File: config.mk
export PLATFORM = sky130hd
export DESIGN_NAME = tap_controller
export DESIGN_NICKNAME = d
export VERILOG_FILES = /design/src/rtl/tap_controller.sv
export SDC_FILE = /design/constraint.sdc
export NUM_CORES = 1
export LEC_CHECK = 0
export ABC_AREA = 1
export CAP_MARGIN = 20
export CORE_AREA = 2 2 39 41
export CTS_BUF_LIST = sky130_fd_sc_hd__clkbuf_4 sky130_fd_sc_hd__clkbuf_8
export CTS_CLUSTER_DIAMETER = 80
export DETAILED_ROUTE_END_ITERATION = 8
export DIE_AREA = 0 0 41 43
export SKIP_CTS_REPAIR_TIMING = 1
export SLEW_MARGIN = 0
export SYNTH_ARGS = -nofsm -noshare
export SYNTH_HDL_FRONTEND = slang
export SYNTH_SLANG_ARGS = --single-unit
File: constraint.sdc
create_clock -name TCK -period 2 [get_ports TCK]
set_input_delay 0.4 -clock TCK [delete_from_list [all_inputs] [get_ports TCK]]
set_output_delay 0.4 -clock TCK [all_outputs]
set_load 0.005 [all_outputs]
File: src/rtl/tap_controller.sv
// IEEE 1149.1 TAP controller: 16-state Moore FSM clocked by TCK.
// Decodes IR/DR strobes, the TDO mux select and the TDO enable from the state register.
module tap_controller (
  input  logic       TCK,
  input  logic       Reset,
  input  logic       TMS,
  output logic [3:0] State,
  output logic       TapReset,
  output logic       ShiftIR,
  output logic       ClockIR,
  output logic       UpdateIR,
  output logic       ShiftDR,
  output logic       ClockDR,
  output logic       UpdateDR,
  output logic       Select,
  output logic       Enable
);

  // state   | meaning
  // TLR     | test-logic-reset, IR/DR held in reset
  // RTI     | run-test/idle
  // SELDR   | select DR column
  // CAPDR   | DR parallel capture
  // SHDR    | DR shift, TDO enabled
  // EX1DR   | exit1 DR
  // PAUSEDR | DR shift paused, contents held
  // EX2DR   | exit2 DR
  // UPDDR   | DR update latch loads
  // SELIR   | select IR column
  // CAPIR   | IR parallel capture
  // SHIR    | IR shift, TDO enabled
  // EX1IR   | exit1 IR
  // PAUSEIR | IR shift paused, contents held
  // EX2IR   | exit2 IR
  // UPDIR   | IR update latch loads
  typedef enum logic [3:0] {
    TLR     = 4'hF,
    RTI     = 4'hC,
    SELDR   = 4'h7,
    CAPDR   = 4'h6,
    SHDR    = 4'h2,
    EX1DR   = 4'h1,
    PAUSEDR = 4'h3,
    EX2DR   = 4'h0,
    UPDDR   = 4'h5,
    SELIR   = 4'h4,
    CAPIR   = 4'hE,
    SHIR    = 4'hA,
    EX1IR   = 4'h9,
    PAUSEIR = 4'hB,
    EX2IR   = 4'h8,
    UPDIR   = 4'hD
  } state_t;

  state_t r_state;
  state_t w_next;

  always_ff @(posedge TCK) begin
    if (Reset) r_state <= TLR;
    else       r_state <= w_next;
  end

  always_comb begin
    w_next = TLR;
    case (r_state)
      TLR:     w_next = TMS ? TLR     : RTI;
      RTI:     w_next = TMS ? SELDR   : RTI;
      SELDR:   w_next = TMS ? SELIR   : CAPDR;
      CAPDR:   w_next = TMS ? EX1DR   : SHDR;
      SHDR:    w_next = TMS ? EX1DR   : SHDR;
      EX1DR:   w_next = TMS ? UPDDR   : PAUSEDR;
      PAUSEDR: w_next = TMS ? EX2DR   : PAUSEDR;
      EX2DR:   w_next = TMS ? UPDDR   : SHDR;
      UPDDR:   w_next = TMS ? SELDR   : RTI;
      SELIR:   w_next = TMS ? TLR     : CAPIR;
      CAPIR:   w_next = TMS ? EX1IR   : SHIR;
      SHIR:    w_next = TMS ? EX1IR   : SHIR;
      EX1IR:   w_next = TMS ? UPDIR   : PAUSEIR;
      PAUSEIR: w_next = TMS ? EX2IR   : PAUSEIR;
      EX2IR:   w_next = TMS ? UPDIR   : SHIR;
      UPDIR:   w_next = TMS ? SELDR   : RTI;
      default: w_next = TLR;
    endcase
  end

  // Outputs depend on the state register only; TMS never reaches them combinationally.
  always_comb begin
    State    = r_state;
    TapReset = (r_state == TLR);
    ShiftIR  = (r_state == SHIR);
    ClockIR  = (r_state == CAPIR) || (r_state == SHIR);
    UpdateIR = (r_state == UPDIR);
    ShiftDR  = (r_state == SHDR);
    ClockDR  = (r_state == CAPDR) || (r_state == SHDR);
    UpdateDR = (r_state == UPDDR);
    Select   = (r_state == SELIR) || (r_state == CAPIR) || (r_state == SHIR) ||
               (r_state == EX1IR) || (r_state == PAUSEIR) || (r_state == EX2IR) ||
               (r_state == UPDIR);
    Enable   = (r_state == SHIR) || (r_state == SHDR);
  end

endmodule

==> flow_metrics.py <==
metrics = {
    "outcome": {
        "outcome": "complete, no violations",
    },
    "clock_network": {
        "clkSlewWorstSetupHoldPaths_ps": 40,
        "cts_max_level": 1,
        "clock_sinks": 4,
        "cts_max_path_buffers": 2,
        "cts_root_buf": "clkbuf_4",
        "cts_buffers": 3,
        "clkLatencyLatePin_ps": 250,
        "cts_tree": "done",
    },
    "global_route": {
        "grt_max_degree": 9,
        "use_met1": 0.179,
        "use_met3": 0.0785,
        "grt_overflow_total": 0,
        "top_usage_layer": "met2",
        "antenna_found_initial": 0,
        "grt_pass1_vias": 396,
        "grt_pass1_wl_microns": 1600,
        "gr-usage-met2": 0.197,
        "track_usage": 0.140,
    },
    "floorplanning": {
        "ios": 16,
        "fp.coreArea_sq_um": 1380,
        "rows": 14,
        "die_area_sq_um": 1760,
        "fp.dieW_microns": 41,
        "die_height_microns": 43,
        "start_util": 0.278,
    },
    "worst_setup_path": {
        "cp-start-kind": "flop",
        "r2r_start": "State[2]",
        "path_max_fanout": 8,
        "crit_arrival_ps": 1470,
        "crit_type": "flop to output port",
        "required_ps": 1600,
        "reg2reg_slack_ps": 890,
        "end_kind": "output port",
        "r2r-end": "State[2]",
        "reg2regPathDepth": 7,
    },
    "pwr": {
        "power.leakage_nw": 0.295,
        "ir_worst_vdd_mv": 0.928,
        "finalPower_uw": 941,
        "pwr_density_cell_nw_per_um2": 1550,
    },
    "detailed_routing": {
        "vias": 500,
        "routed_wl_microns": 1100,
        "routedWlPerCell_microns": 10.7,
        "ant_nets": 0,
        "drt_iter0_markers": 25,
        "vias_per_cell": 4.85,
        "first_pass_iters": 4,
        "drcViolationCount": 0,
    },
    "synthesis": {
        "syn_avg_cell_area_sq_um": 5.57,
        "synth_nets": 72,
        "syn_area_sq_um": 384,
        "ys_seq_elements": 4,
        "yosysSeqAreaShare": 0.208,
        "yosys_warnings": 0,
        "netlist_instances": 69,
        "synth_top_cell_by_area": "dfxtp_1",
        "ys_types": 15,
        "synthTopCellsByArea": "dfxtp_1, nand2_1, nor2_1",
        "yosys.area.top_type_share": 0.208,
    },
    "timing": {
        "hold_viol": 0,
        "finalCritPeriodShare": 0.936,
        "maxSlewHeadroom": 0.878,
        "max_clock_freq_mhz": 534,
        "hold_ws_ps": 673,
        "setup_viol": 0,
        "maxSlewViolCount": 0,
        "tightest_slew_ps": 183,
        "rsz0062_at_grt": "false",
        "finalCriticalPeriod_ps": 1870,
        "final.setup_skew_ps": 11.1,
    },
    "finish": {
        "final_cell_area_sq_um": 606,
        "seq_area_sq_um": 88.8,
        "syn2layout_area_growth_pct": 57.7,
        "nNetsFinal": 92,
        "fillers": 169,
        "largest_register_ffs": 4,
        "final_util": 0.438,
        "drive_gt1_frac": 0.276,
        "fin_cells": 103,
        "num_antenna_cells": 0,
        "multi_input_area_sq_um": 269,
    },
    "hold_path": {
        "whs_endpoint": "State[0]",
        "min-delay-start": "State[2]",
        "min_path_cells": 5,
        "min_path_type": "flop to flop",
    },
    "placement": {
        "gp_congestion": 0.908,
        "dp_hpwl_microns": 859,
        "placed_area_sq_um": 554,
        "place_inst": 100,
        "io_buffers": 15,
    },
    "run": {
        "maxCapViolCount": 0,
    },
}
## cell type report
| class | instances | area share |
|---|---|---|
| clock buffer | 3 | 0.0372 |
| inverter | 12 | 0.0744 |
| multi-input combinational | 52 | 0.444 |
| sequential | 4 | 0.147 |
| tap | 16 | 0.0331 |
| timing repair buffer | 16 | 0.264 |
## metrics by stage
stage	TNS, ps	worst slack (ps)
floorplan	0	674
global placement	0	187
detailed placement	0	155
CTS	-97.8	-94.1
global route	0	10.8
finish	0	129
## layer usage
layer | up-vias | wire [microns] | share of wire
met5 | - | 0 | 0
met4 | 0 | 0 | 0
met3 | 0 | 114 | 0.10
met2 | 34 | 525 | 0.48
met1 | 215 | 461 | 0.42
li1 | 251 | - | -
## cell families (layout without fill, tap and decap cells)
logic type / Yosys count / after routing / share of synthesized area
buffers and inverters: 13 / 31 / 0.137
AO/OA/AOI/OAI: 4 / 4 / 0.0619
flip-flops: 4 / 4 / 0.208
AND/OR/NAND/NOR: 48 / 48 / 0.593
## worst max-delay path, cell delays in order, from the launching register on
cell             delay, ps
dfxtp_1                310
buf_4                  170
nor2_2                 120
inv_1                   60
nor2_1                  80
clkdlybuf4s50_1        500
## cells in the final DEF, fill, tap and decap left out, drive strengths merged
cell type and count:
nor2 16, nand2 19, clkbuf 3, inv 12, nor3 2, buf 1
dlymetal6s2s 1, nand3 8, clkdlybuf4s50 14, nand4 1, dfxtp 4, o21ai 4
nand3b 2
## how the worst max path moves through the flow
stage / depth (start not counted) / from / end / slack, ps
CTS: 5 / State[1] / Select / -90
detailed placement: 5 / State[1] / Select / 160
floorplan: 7 / State[2] / Select / 670
global route: 5 / State[2] / ShiftDR / 10
global placement: 5 / State[1] / Select / 190
finish: 5 / State[2] / ShiftDR / 130
## report_power, final
part           internal (mW)  total [mW]  switching (mW)
sequential             0.133       0.211          0.0784
combinational          0.306       0.623           0.317
clock                 0.0675       0.106          0.0389
total                  0.506       0.941           0.435
## Yosys cell counts (all sizes together)
library cell	n
inv	12
nand2	19
o21ai	4
nand4	1
nor2	16
buf	1
nand3b	2
nor3	2
nand3	8
dfxtp	4
(Power assumes the default switching activity.)
